[src/rtl/cache_arbiter_pkg.sv]
// Shared types and helpers for the round-robin cache arbiter.
package cache_arb_pkg;

  typedef enum logic [1:0] {
    IDLE,
    ISSUE,
    WAIT,
    RESP
  } arb_state_t;

  // Width of the WAIT-state timeout counter; never below one bit.
  function automatic int unsigned cnt_width(input int unsigned timeout);
    return (timeout > 1) ? $clog2(timeout) : 1;
  endfunction

endpackage

[src/rtl/cache_arbiter_if.sv]
// Requester-side bus of the cache arbiter: per-requester request lanes plus shared response.
interface cache_arbiter_if #(
  parameter int unsigned NUM_REQ = 2,
  parameter int unsigned WIDTH   = 8,
  parameter int unsigned AW      = 8
);
  logic [NUM_REQ-1:0]       req_valid;
  logic [NUM_REQ-1:0]       req_we;
  logic [NUM_REQ*AW-1:0]    req_addr;
  logic [NUM_REQ*WIDTH-1:0] req_wdata;
  logic [NUM_REQ-1:0]       req_ready;
  logic [NUM_REQ-1:0]       rsp_valid;
  logic [WIDTH-1:0]         rsp_rdata;
  logic                     rsp_err;

  modport master (
    output req_valid, req_we, req_addr, req_wdata,
    input  req_ready, rsp_valid, rsp_rdata, rsp_err
  );

  modport slave (
    input  req_valid, req_we, req_addr, req_wdata,
    output req_ready, rsp_valid, rsp_rdata, rsp_err
  );
endinterface

[src/rtl/cache_rr_pick.sv]
// Combinational round-robin picker: first active request after 'last', with wrap-around.
module cache_rr_pick #(
  parameter int unsigned NUM_REQ = 2,
  parameter int unsigned LW      = $clog2(NUM_REQ)
) (
  input  logic [NUM_REQ-1:0] req,
  input  logic [LW-1:0]      last,
  output logic [LW-1:0]      grant,
  output logic               any
);

  always_comb begin
    int unsigned idx;
    logic [LW-1:0] idx_l;
    grant = '0;
    any   = 1'b0;
    idx   = 0;
    idx_l = '0;
    for (int unsigned k = 1; k <= NUM_REQ; k++) begin
      idx   = (32'(last) + k) % NUM_REQ;
      idx_l = LW'(idx);
      if (!any && req[idx_l]) begin
        any   = 1'b1;
        grant = idx_l;
      end
    end
  end

endmodule

[src/rtl/cache_arbiter.sv]
// Shares one cache between NUM_REQ requesters: accept, strobe, wait for done/timeout, respond.
module cache_arbiter
  import cache_arb_pkg::*;
#(
  parameter int unsigned NUM_REQ   = 2,
  parameter int unsigned WIDTH     = 8,
  parameter int unsigned RAM_DEPTH = 256,
  parameter int unsigned TIMEOUT   = 64,
  localparam int unsigned AW       = $clog2(RAM_DEPTH)
) (
  input  logic                 clk,
  input  logic                 rst,
  cache_arbiter_if.slave       req_bus,
  output logic                 busy,
  output logic                 cache_re,
  output logic                 cache_we,
  output logic [AW-1:0]        cache_addr,
  output logic [WIDTH-1:0]     cache_wdata,
  input  logic                 cache_done,
  input  logic [WIDTH-1:0]     cache_rdata
);

  localparam int unsigned LW = $clog2(NUM_REQ);
  localparam int unsigned CW = cnt_width(TIMEOUT);

  arb_state_t          state, state_d;
  logic [LW-1:0]       last_grant, grant;
  logic                any;
  logic                we_q;
  logic [CW-1:0]       cnt;
  logic                accept, done_ok, expire;
  logic [NUM_REQ-1:0]  grant_oh, owner_oh;

  cache_rr_pick #(.NUM_REQ(NUM_REQ), .LW(LW)) u_pick (
    .req   (req_bus.req_valid),
    .last  (last_grant),
    .grant (grant),
    .any   (any)
  );

  assign grant_oh          = NUM_REQ'(1) << grant;
  assign owner_oh          = NUM_REQ'(1) << last_grant;
  assign req_bus.req_ready = accept ? grant_oh : '0;

  always_comb begin
    state_d = state;
    accept  = 1'b0;
    done_ok = 1'b0;
    expire  = 1'b0;
    case (state)
      IDLE: begin
        if (any) begin
          accept  = 1'b1;
          state_d = ISSUE;
        end
      end
      ISSUE: state_d = WAIT;
      WAIT: begin
        // done in the expiry cycle still counts as a normal completion
        if (cache_done) begin
          done_ok = 1'b1;
          state_d = RESP;
        end else if (cnt == CW'(TIMEOUT - 1)) begin
          expire  = 1'b1;
          state_d = RESP;
        end
      end
      RESP:    state_d = IDLE;
      default: state_d = IDLE;
    endcase
  end

  always_ff @(posedge clk or posedge rst) begin
    if (rst) begin
      state             <= IDLE;
      last_grant        <= LW'(NUM_REQ - 1);
      we_q              <= 1'b0;
      cnt               <= '0;
      busy              <= 1'b0;
      cache_re          <= 1'b0;
      cache_we          <= 1'b0;
      cache_addr        <= '0;
      cache_wdata       <= '0;
      req_bus.rsp_valid <= '0;
      req_bus.rsp_rdata <= '0;
      req_bus.rsp_err   <= 1'b0;
    end else begin
      state             <= state_d;
      busy              <= (state_d != IDLE);
      cache_re          <= 1'b0;
      cache_we          <= 1'b0;
      req_bus.rsp_valid <= '0;
      if (accept) begin
        last_grant  <= grant;
        we_q        <= req_bus.req_we[grant];
        cache_addr  <= req_bus.req_addr[grant*AW +: AW];
        cache_wdata <= req_bus.req_wdata[grant*WIDTH +: WIDTH];
        cache_re    <= ~req_bus.req_we[grant];
        cache_we    <= req_bus.req_we[grant];
      end
      if (state == ISSUE) begin
        cnt <= '0;
      end else if (state == WAIT && !done_ok && !expire) begin
        cnt <= cnt + CW'(1);
      end
      if (done_ok) begin
        req_bus.rsp_valid <= owner_oh;
        req_bus.rsp_rdata <= we_q ? '0 : cache_rdata;
        req_bus.rsp_err   <= 1'b0;
      end
      if (expire) begin
        req_bus.rsp_valid <= owner_oh;
        req_bus.rsp_rdata <= '0;
        req_bus.rsp_err   <= 1'b1;
      end
    end
  end

endmodule

[src/flat_wrapper.sv]
// flat-port wrapper written by rule: the top's interface ports become plain ports
module cache_arbiter_flat import cache_arb_pkg::*;
#(
  parameter int unsigned NUM_REQ   = 2,
  parameter int unsigned WIDTH     = 8,
  parameter int unsigned RAM_DEPTH = 256,
  parameter int unsigned TIMEOUT   = 64,
  localparam int unsigned AW       = $clog2(RAM_DEPTH)
)
  (clk, rst, busy, cache_re, cache_we, cache_addr, cache_wdata, cache_done, cache_rdata, req_bus_req_valid, req_bus_req_we, req_bus_req_addr, req_bus_req_wdata, req_bus_req_ready, req_bus_rsp_valid, req_bus_rsp_rdata, req_bus_rsp_err);
  cache_arbiter_if #(.NUM_REQ(NUM_REQ), .WIDTH(WIDTH), .AW((8))) req_bus_i ();
  input  logic clk;
  input  logic rst;
  output logic busy;
  output logic cache_re;
  output logic cache_we;
  output logic [AW-1:0] cache_addr;
  output logic [WIDTH-1:0] cache_wdata;
  input  logic cache_done;
  input  logic [WIDTH-1:0] cache_rdata;
  input wire logic [$bits(req_bus_i.req_valid)-1:0] req_bus_req_valid;
  input wire logic [$bits(req_bus_i.req_we)-1:0] req_bus_req_we;
  input wire logic [$bits(req_bus_i.req_addr)-1:0] req_bus_req_addr;
  input wire logic [$bits(req_bus_i.req_wdata)-1:0] req_bus_req_wdata;
  output wire logic [$bits(req_bus_i.req_ready)-1:0] req_bus_req_ready;
  output wire logic [$bits(req_bus_i.rsp_valid)-1:0] req_bus_rsp_valid;
  output wire logic [$bits(req_bus_i.rsp_rdata)-1:0] req_bus_rsp_rdata;
  output wire logic [$bits(req_bus_i.rsp_err)-1:0] req_bus_rsp_err;
  assign req_bus_i.req_valid = req_bus_req_valid;
  assign req_bus_i.req_we = req_bus_req_we;
  assign req_bus_i.req_addr = req_bus_req_addr;
  assign req_bus_i.req_wdata = req_bus_req_wdata;
  assign req_bus_req_ready = req_bus_i.req_ready;
  assign req_bus_rsp_valid = req_bus_i.rsp_valid;
  assign req_bus_rsp_rdata = req_bus_i.rsp_rdata;
  assign req_bus_rsp_err = req_bus_i.rsp_err;
  cache_arbiter #(.NUM_REQ(NUM_REQ), .WIDTH(WIDTH), .RAM_DEPTH(RAM_DEPTH), .TIMEOUT(TIMEOUT)) u_core (.clk(clk), .rst(rst), .req_bus(req_bus_i), .busy(busy), .cache_re(cache_re), .cache_we(cache_we), .cache_addr(cache_addr), .cache_wdata(cache_wdata), .cache_done(cache_done), .cache_rdata(cache_rdata));
endmodule
[config.mk]
export PLATFORM = sky130hd
export DESIGN_NAME = cache_arbiter_flat
export DESIGN_NICKNAME = d
export VERILOG_FILES = /design/src/rtl/cache_arbiter_pkg.sv /design/src/rtl/cache_arbiter_if.sv /design/src/rtl/cache_rr_pick.sv /design/src/rtl/cache_arbiter.sv /design/src/flat_wrapper.sv
export SDC_FILE = /design/constraint.sdc
export NUM_CORES = 1
export LEC_CHECK = 0
export ABC_AREA = 1
export BUFFER_PORTS_ARGS = -buffer_cell sky130_fd_sc_hd__buf_2
export CAP_MARGIN = 25
export CORE_ASPECT_RATIO = 0.6
export CORE_UTILIZATION = 47
export DETAILED_ROUTE_END_ITERATION = 7
export GPL_TIMING_DRIVEN = 0
export PLACE_DENSITY = 0.8
export SLEW_MARGIN = 20
export SYNTH_ARGS = -nofsm -noshare
export SYNTH_HDL_FRONTEND = slang
export SYNTH_SLANG_ARGS = --single-unit
[constraint.sdc]
create_clock -name clk -period 1.8 [get_ports clk]
set_input_delay 0.09 -clock clk [delete_from_list [all_inputs] [get_ports clk]]
set_output_delay 0.09 -clock clk [all_outputs]
set_load 0.02 [all_outputs]
Yosys cells after proc, flatten, opt, wreduce, memory -nomap -nowiden
Index checks and enable logic that the tools add are counted.
{"block": "totals", "regBits": 40, "input_bits": 47, "out_inout_bits": 32, "word_cells": 70}
{"block": "classes", "add_sub_neg": 3, "magnitude_cmp": 3, "n_eq_ne": 4, "shifts": 4, "muxes": 33, "bitwise": 1, "n_reduce_logical": 10}
{"op": "16-bit by 5-bit indexed part select with 8-bit output", "count": 2}
{"op": "8-bit 2-to-1 mux", "count": 3}
{"op": "1-bit 2-to-1 mux", "count": 21}
{"op": "2-bit 2-to-1 mux", "count": 6}
{"op": "6-bit 2-to-1 mux", "count": 2}
{"op": "2-bit one-hot mux with 4 select lines", "count": 1}
{"op": "6-bit by 1-bit adder with 6-bit output, second input constant", "count": 1}
{"op": "6-bit equality test, second input constant", "count": 1}
{"op": "1-bit by 2-bit less-than comparator with 1-bit output, second input constant", "count": 3}
{"op": "2-bit nonzero test", "count": 3}
{"op": "2-bit equality test, second input constant", "count": 2}
{"op": "1-bit by 1-bit left shift with 2-bit output, first input constant", "count": 2}
{"op": "1-bit logical AND", "count": 3}
{"op": "1-bit zero test", "count": 3}
{"op": "1-bit adder, second input constant", "count": 2}
{"op": "2-bit by 1-bit equality test with 1-bit output, second input constant", "count": 1}
{"op": "2-bit zero test", "count": 1}
{"op": "1-bit inverter", "count": 1}

Depth between registers and ports, before layout
Gate-level depths: netlist (run 1).
{"block": "logic_depth", "word_depth": 11, "mapped_depth": 9}

Hierarchy
From an unflattened synthesis (run 1), not the netlist that was laid out.
{"block": "hier_totals", "hier_cells": 202, "area_unflattened_um2": 1946.9}
{"mod": "cache_arbiter", "instances": 1, "cells_each": 199, "area_per_inst_um2": 1931.9, "seq_area_each_um2": 1002.2}
{"mod": "cache_rr_pick", "instances": 1, "cells_each": 3, "area_per_inst_um2": 15.0, "seq_area_each_um2": 0.0}

Worst setup path after synthesis (run 1)
OpenSTA, ideal clock, no wires.
{"block": "synth_path", "path_type": "register -> register", "start": "register u_core.state[0]", "end": "register u_core.cnt[3]", "setup_ns": 0.121, "arrival_ns": 1.233, "required_time_ns": 1.679, "slack_ns": 0.446, "path_stages_with_launch": 10, "n_path_buf": 0, "cell_sequence": "dfrtp_1 inv_1 ha_1 inv_1 nor2_2 inv_1 nor2_4 nor2_4 nand2_1 o21ai_1"}
{"block": "synth_via", "elab_chain_len": 6}
{"element": "from (decl)", "line_no": "cache_arbiter.sv:26", "rtl": "arb_state_t state, state_d;"}
{"element": "from (signal assigned)", "line_no": "cache_arbiter.sv:88", "rtl": "state <= state_d;"}
{"element": "2-bit equality test", "line_no": "cache_arbiter.sv:50, cache_arbiter.sv:103"}
{"element": "1-bit 2-to-1 mux", "line_no": "cache_arbiter.sv:50", "rtl": "case (state)"}
{"element": "1-bit zero test", "line_no": "cache_arbiter.sv:103", "rtl": "end else if (state == WAIT && !done_ok && !expire) begin"}
{"element": "1-bit logical AND (2 in a row)", "line_no": "cache_arbiter.sv:103"}
{"element": "2-bit nonzero test (no line)"}
{"element": "to (signal assigned)", "line_no": "cache_arbiter.sv:104", "rtl": "cnt <= cnt + CW'(1);"}
{"element": "to (decl)", "line_no": "cache_arbiter.sv:30", "rtl": "logic [CW-1:0] cnt;"}
Parallel ways exist; a longest one is shown, timed or not.
A chain may end at the register's enable or synchronous reset.

Worst setup path in the final report (run 1)
{"block": "layout_path", "start": "register u_core.state[0]", "end": "output port req_bus_req_ready[0]"}
{"block": "layout_via", "elab_chain_len": 3}
{"element": "2-bit zero test", "line_no": "cache_arbiter.sv:50"}
{"element": "1-bit 2-to-1 mux", "line_no": "cache_arbiter.sv:50"}
{"element": "2-bit 2-to-1 mux", "line_no": "cache_arbiter.sv:43", "rtl": "assign req_bus.req_ready = accept ? grant_oh : '0;"}
{"element": "to (decl)", "line_no": "flat_wrapper.sv:25", "rtl": "output wire logic [$bits(req_bus_i.req_ready)-1:0] req_bus_req_ready;"}
No other way between the ends.

==> results of run 1 <==
[path summary, 6_finish.rpt]
check                      depth (start not counted)  slack, ns                               startpoint                                       to
min                                                3      0.004                      req_bus_req_addr[0]         u_core.cache_addr[0]$_DFFE_PP0P_
max                                                7       0.08                u_core.state[0]$_DFF_PP0_                     req_bus_req_ready[0]
min in group asynchronous                          3       0.36                                      rst  u_core.req_bus.rsp_rdata[5]$_DFFE_PP0P_
min reg2reg                                        2       0.49  u_core.req_bus.rsp_rdata[6]$_DFFE_PP0P_  u_core.req_bus.rsp_rdata[6]$_DFFE_PP0P_
max in group asynchronous                          4       0.91                                      rst            u_core.last_grant$_DFFE_PP1P_
max reg2reg                                        6       0.24                u_core.cnt[0]$_DFFE_PP0P_  u_core.req_bus.rsp_rdata[4]$_DFFE_PP0P_
[cells in the final DEF (no fill, tap or decap), types with 2 or more instances in the layout]
| cell type | synthesis | layout |
|---|---|---|
| buf_2 | 1 | 78 |
| nand3b_1 | 3 | 3 |
| dfrtp_1 | 39 | 39 |
| nand3_1 | 22 | 22 |
| nand2_1 | 80 | 80 |
| dlygate4sd3_1 | 0 | 10 |
| o21ai_1 | 10 | 10 |
| inv_2 | 2 | 3 |
| nor2_1 | 11 | 11 |
| buf_6 | 2 | 2 |
| nor2_4 | 4 | 4 |
| clkinvlp_4 | 0 | 2 |
| ha_1 | 5 | 4 |
| o21ai_0 | 4 | 4 |
| clkbuf_8 | 0 | 6 |
| buf_4 | 1 | 8 |
| inv_1 | 22 | 21 |
[metal layers]
| layer | part of all wire (%) | up-vias | wire (um) | GRT usage (%) |
|---|---|---|---|---|
| li1 | - | 882 | - | - |
| met1 | 48 | 801 | 2090 | 30.61 |
| met2 | 46 | 51 | 1990 | 36.20 |
| met3 | 5.1 | 5 | 221 | 5.331 |
| met4 | 0.92 | 0 | 40 | 5.932 |
| met5 | 0 | - | 0 | 0 |
[timing repair]
action / 4_1_cts / 5_1_grt
hold buffers: 9 / 1
buffers inserted: 1 / 5
hold endpoints to repair: 27 / 1
endpoints found under the setup margin: 2 / 2
resized for setup: 0 / 2
pin swaps: 0 / 2
[state kept, by name (all words and copies together), names as in the netlist, 2 cells and up]
register                  flops
u_core.cache_addr             8
u_core.req_bus.rsp_rdata      8
u_core.state                  2
u_core.cache_wdata            8
u_core.req_bus.rsp_valid      2
u_core.cnt                    6
[worst register-to-register path, stage by stage, from the launching register on]
cell	delay, ns
dfrtp_1	0.46
ha_1	0.25
nand3_1	0.16
nor2_4	0.07
o21ai_2	0.35
nand2_1	0.10
o21ai_1	0.10
[through the flow]
stage | total power, mW | utilization, % | setup TNS [ns] | cells | worst slack (ns)
2_1_floorplan | 2.664 | - | 0 | 218 | 0.4458
3_3_place_gp | 3.169 | 61.97 | 0 | 343 | 0.2752
3_5_place_dp | 3.228 | 62.70 | 0 | 344 | 0.2489
4_1_cts | 3.904 | 67.91 | 0 | 362 | 0.009407
5_1_grt | 4.266 | 69.32 | -0.002090 | 368 | -0.002090
6_report | 3.961 | 69.32 | 0 | 368 | 0.07854
[power by group]
part | internal, mW | leakage [nW] | switching, mW
Combinational | 0.711 | 0.882 | 1.13
Clock | 0.310 | 0.0434 | 0.329
Sequential | 1.27 | 0.510 | 0.219
[cell families (layout without fill, tap and decap cells)]
logic type | after synthesis | after routing | share of synthesized area (%)
adders and majority gates | 5 | 5 | 3.344
and+or+nand+nor | 128 | 128 | 31.57
buffers and inverters | 29 | 132 | 6.889
AOI/OAI and AO/OA | 16 | 16 | 4.616
DFF | 40 | 40 | 53.58
[cell type report]
cell class	count	area (sq um)
Fill cell	293	1149
Sequential cell	40	1002
Multi-Input combinational cell	149	742.0
Timing Repair Buffer	95	565.5
Inverter	24	90.09
Clock buffer	6	82.58
Tap cell	47	58.81
Buffer	5	38.79
Clock inverter	2	15.01
==> metrics, run 1 <==
Seq/Total Area, Yosys 53.58%; synth unique cells 26; ratio of cells with drive above 1 in the final layout 35.20%; worst endpoint required time 1.71 ns; Worst setup SP type flop; Remaining DRCs 0; initial antenna violation count 0; DP Area 2347 sq um; Nets 372; iteration-0 DRC count of the detailed router 67; Worst Tran Pin Value 0.4595 ns; VDD IR max 0.9321 mV; Synth Flop Type dfrtp_1; WP data arrival 1.63 ns; count leader, synth nand2_1; max cap viols 0; I/O pin cnt 79; Max Clock Freq 580.9 MHz; design area 2595 sq um; gr ovfl total 0; largest net degree at the start of global routing 22; synth top area cells dfrtp_1 (52%), nand2_1 (16%), nand3_1 (5.9%); Hold Fails Final Rpt 0; Avg Inst Size Synth 8.580 sq um; yosys warns 0; antenna cells 0; CTS Root Cell clkbuf_8; WL/cell 11.80 um; slowest stage cell, crit path dfrtp_1; CTS tree done; Synth async-reset ratio 100.0%; Largest delay share family, worst path buffers and inverters; GRT Total Usage 22.29%; Hold WS 0.003812 ns; Final Critical Period 1.721 ns; final setup fails 0; CP Cell Sequence inv_1, ha_2, nand2_4, buf_6, nor2_8, buf_6, buf_4; Initial Util 49.97%; area share of the largest cell type after synthesis 52.17%; EDFF count, synth 0; Post-synth top cells nand2_1 (80), dfrtp_1 (39), inv_1 (22), nand3_1 (22), nor2_1 (11); most frequent cell on the critical path buf_6; status finished, final reports clean; CTS Buf Count 5; clock sinks 40; clock latency on the worst-skew pair 0.29 ns; buffer and inverter count on the worst path 4; IO buf count 78; Rows 17; H-tree Lvls 2; Synth Net Count 270; Slew headroom 69.32%; PD cells 1526 nW/um^2; CTS Buffer Depth 2; DR vias/cell 4.726; TritonRoute pass-1 iters 4; Pleak 1.436 nW; Routability Congestion 0.7911; Routed Antenna Nets 0; endpoint class of the critical path output pin; Worst Path Max Fanout 10; Slew Viols, Final 0; CP peak stage delay 0.40 ns; number of global-route vias before repair 1607; Placeable Area 3744 sq um; Die X 83.45 um; Vias 1739; post-synth top area cell dfrtp_1; Die Span Y 50.87 um; Yosys reg bits 40; Post-Route WL 4.342 mm; Gate Count Post-Synth 218; Clock Skew 0.003891 ns; Final HPWL DP 3.028 mm; synthesized cell area 1871 sq um; die area 4244 sq um; P&R area growth vs syn 38.73%; Tcrit/Tclk final 95.64%; global-route wire length before repair 7.245 mm; Hold/Removal Path Class in2reg; clk slew on worst S/H paths 0.08 ns; critical path class reg2out
Note: power is estimated with default switching activity, not from simulation.
==> run 2, diff against run 1 <==
- ABC_AREA: 1 -> default
- CORE_UTILIZATION: 47 -> 48
==> metrics, run 2 <==
status finished, violations left (was finished, final reports clean); failing checks design-rule violations; Hold/Removal Path Class in2reg (unchanged); Tcrit/Tclk final 97.00% (was 95.64%); design area 2614 sq um (was 2595 sq um); final setup fails 0 (unchanged); setup TNS 0 ns (unchanged); Hold Fails Final Rpt 0 (unchanged); Vias 1715 (was 1739); # fillers 299 (was 293); leading cell type in the layout, fill and taps excluded buf_2 (was nand2_1); P&R area growth vs syn 32.13% (was 38.73%); switching part of the total 40.67% (was 42.25%); PD cells 1591 nW/um^2 (was 1526 nW/um^2); number of global-route vias before repair 1496 (was 1607); most frequent cells in the layout buf_2 (79), dfrtp_1 (39), nor2b_1 (21) (was nand2_1 (80), buf_2 (78), dfrtp_1 (39)); DR vias/cell 5.277 (was 4.726); Comb pwr share 50.8% (was 46.4%); CP Cell Sequence ha_1, and2_1, buf_2, a2111oi_4, mux2_1 (was inv_1, ha_2, nand2_4, buf_6, nor2_8, buf_6, buf_4); I/O pin cnt 79 (unchanged); antenna cells 0 (unchanged); endpoint class of the critical path flop (was output pin); IO buf count 78 (unchanged); clock latency on the worst-skew pair 0.29 ns (about the same); synth unique cells 38 (was 26); count leader, synth dfrtp_1 (was nand2_1); Initial Util 51.96% (was 49.97%); Yosys reg bits 40 (unchanged); Nets 329 (was 372); DP Area 2447 sq um (was 2347 sq um); main combinational cell family by area after synthesis compound AO/OA/AOI/OAI gates (was simple AND/OR/NAND/NOR gates); CTS Buffer Depth 2 (unchanged); GRT Total Usage 22.17% (was 22.29%); register area 1002 sq um (unchanged); synth top area cells dfrtp_1 (49%), a221o_1 (8.1%), nor2b_1 (6.6%) (was dfrtp_1 (52%), nand2_1 (16%), nand3_1 (5.9%)); iteration-0 DRC count of the detailed router 162 (was 67); post-synth top area cell dfrtp_1 (unchanged); Final HPWL DP 3.319 mm (was 3.028 mm); Max Clock Freq 572.7 MHz (was 580.9 MHz); Routability Congestion 0.8485 (was 0.7911); Clock Skew 0.004294 ns (was 0.003891 ns); area of the multi-input gates 900.9 sq um (was 742.0 sq um); critical path class reg2reg (was reg2out); Final Critical Period 1.746 ns (was 1.721 ns); Synth Area in Simple Gates 19.10% (was 31.57%); TritonRoute pass-1 iters 7 (was 4); Remaining DRCs 9 (was 0); Pleak 1.303 nW (was 1.436 nW); WP data arrival 1.92 ns (was 1.63 ns); Gate Count Post-Synth 184 (was 218); CTS tree done (unchanged); slowest stage cell, crit path dfrtp_1 (unchanged); Finished Layout Cells 325 (was 368); Placeable Area 3807 sq um (was 3744 sq um); Synth Area in Adders 3.163% (was 3.344%); clock sinks 40 (unchanged); WL/cell 13.98 um (was 11.80 um); die area 4390 sq um (was 4244 sq um); largest net degree at the start of global routing 27 (was 22); Synth Area in Compound Gates 19.67% (was 4.615%); Die Span Y 51.73 um (was 50.87 um); EDFF count, synth 0 (unchanged); global-route wire length before repair 7.238 mm (was 7.245 mm); CP peak stage delay 0.40 ns (about the same); Slew headroom 70.40% (was 69.32%); Worst Tran Pin Value 0.4441 ns (was 0.4595 ns); Die X 84.88 um (was 83.45 um); mux contribution to synthesized area 2.720% (was 0%); Sequential Power Share 35.5% (was 37.5%); Seq/Total Area, Yosys 50.66% (was 53.58%); synthesized cell area 1978 sq um (was 1871 sq um); initial antenna violation count 0 (unchanged); Synth Flop Type dfrtp_1 (unchanged); DP Worst Slack -0.05435 ns (was 0.2489 ns); Clk pwr share 13.7% (was 16.1%); worst endpoint required time 1.97 ns (was 1.71 ns); Worst setup SP type flop (unchanged); Finished Core Util 68.65% (was 69.32%); Regs by FF count u_core.cache_addr: 8 flops, u_core.cache_wdata: 8 flops, u_core.req_bus.rsp_rdata: 8 flops (unchanged); RSZ-0062 raised after global routing yes; Slew Viols, Final 0 (unchanged); ratio of cells with drive above 1 in the final layout 37.05% (was 35.20%); Synth Net Count 236 (was 270); post-synthesis xor/xnor area fraction 0% (unchanged); Worst Path Max Fanout 8 (was 10); clk slew on worst S/H paths 0.07 ns (was 0.08 ns); sw power 1.691 mW (was 1.673 mW); gr ovfl total 0 (unchanged); CTS Root Cell clkbuf_8 (unchanged); VDD IR max 0.6840 mV (was 0.9321 mV); Hold WS 0.007977 ns (was 0.003812 ns); final worst slack 0.05394 ns (was 0.07854 ns); Rows 17 (unchanged); Routed Antenna Nets 0 (unchanged); Internal 2.466 mW (was 2.288 mW); H-tree Lvls 2 (unchanged); CTS Buf Count 5 (unchanged); Post-synth top cells dfrtp_1 (39), nor2b_1 (21), and2_1 (18), a221o_1 (16), a21oi_1 (12) (was nand2_1 (80), dfrtp_1 (39), inv_1 (22), nand3_1 (22), nor2_1 (11)); Inst Count DP 310 (was 344); yosys warns 0 (unchanged); Post-Route WL 4.542 mm (was 4.342 mm); total power 4.157 mW (was 3.961 mW); max cap viols 0 (unchanged); area share of the largest cell type after synthesis 49.34% (was 52.17%); Synth async-reset ratio 100.0% (unchanged); Avg Inst Size Synth 10.75 sq um (was 8.580 sq um)
-- run 2: final timing paths --
kind	to	startpoint	slack (ns)	cells after the start
hold / removal	u_core.req_bus.rsp_rdata[1]$_DFFE_PP0P_	cache_rdata[1]	0.008	3
setup / recovery	u_core.cnt[5]$_DFFE_PP0P_	u_core.cnt[0]$_DFFE_PP0P_	0.05	5
max in group asynchronous	u_core.last_grant$_DFFE_PP1P_	rst	0.98	4
setup reg to reg	u_core.cnt[5]$_DFFE_PP0P_	u_core.cnt[0]$_DFFE_PP0P_	0.05	5
hold reg to reg	u_core.last_grant$_DFFE_PP1P_	u_core.last_grant$_DFFE_PP1P_	0.54	1
min in group asynchronous	u_core.req_bus.rsp_rdata[1]$_DFFE_PP0P_	rst	0.30	3
-- run 2: logic make-up (layout without fill, tap and decap cells) --
kind of cell,count (synthesis),after routing
buffers and inverters,18,112
AOI/OAI and AO/OA,50,50
and+or+nand+nor,66,66
muxes,5,5
adders and majority gates,5,5
DFF,40,40
-- run 2: layer usage --
| metal | track usage [%] | routed length, um | up-vias |
|---|---|---|---|
| met5 | 0 | 0 | - |
| met4 | 5.085 | 27 | 0 |
| met3 | 5.873 | 296 | 3 |
| met2 | 31.44 | 1864 | 65 |
| met1 | 33.71 | 2353 | 805 |
| li1 | - | - | 842 |
-- run 2: worst max-delay path, delay by kind of cell, from the launching register on --
kind	cells	cell delay, ns
AND/OR/NAND/NOR	1	0.15
multiplexers	1	0.35
AO/OA/AOI/OAI	1	0.32
flip-flops	1	0.40
adder cells (fa/ha/maj)	1	0.23
buffers and inverters	1	0.18
-- run 2: power by group through the flow --
| stage | clock network, mW | logic (mW) | registers (mW) |
|---|---|---|---|
| floorplan | 0 | 1.05 | 1.84 |
| global placement | 0 | 1.99 | 1.48 |
| detailed placement | 0 | 2.03 | 1.49 |
| CTS | 0.587 | 2.10 | 1.48 |
| global route | 0.621 | 2.34 | 1.53 |
| finish | 0.567 | 2.11 | 1.48 |
-- run 2: final cells by class --
class	instances	area share, %
Inverter	7	1.005
Buffer	11	2.729
Clock buffer	7	2.920
Timing Repair Buffer	86	18.09
Clock inverter	1	0.1915
Tap cell	47	2.250
Sequential cell	40	38.34
Multi-Input combinational cell	126	34.47
-- run 2: what timing repair did --
action,4_1_cts,5_1_grt
endpoints found under the hold margin,17,0
gates resized for setup,4,4
setup buffers,2,1
gates cloned,0,0
endpoints found under the setup margin,3,6
hold buffers,4,0
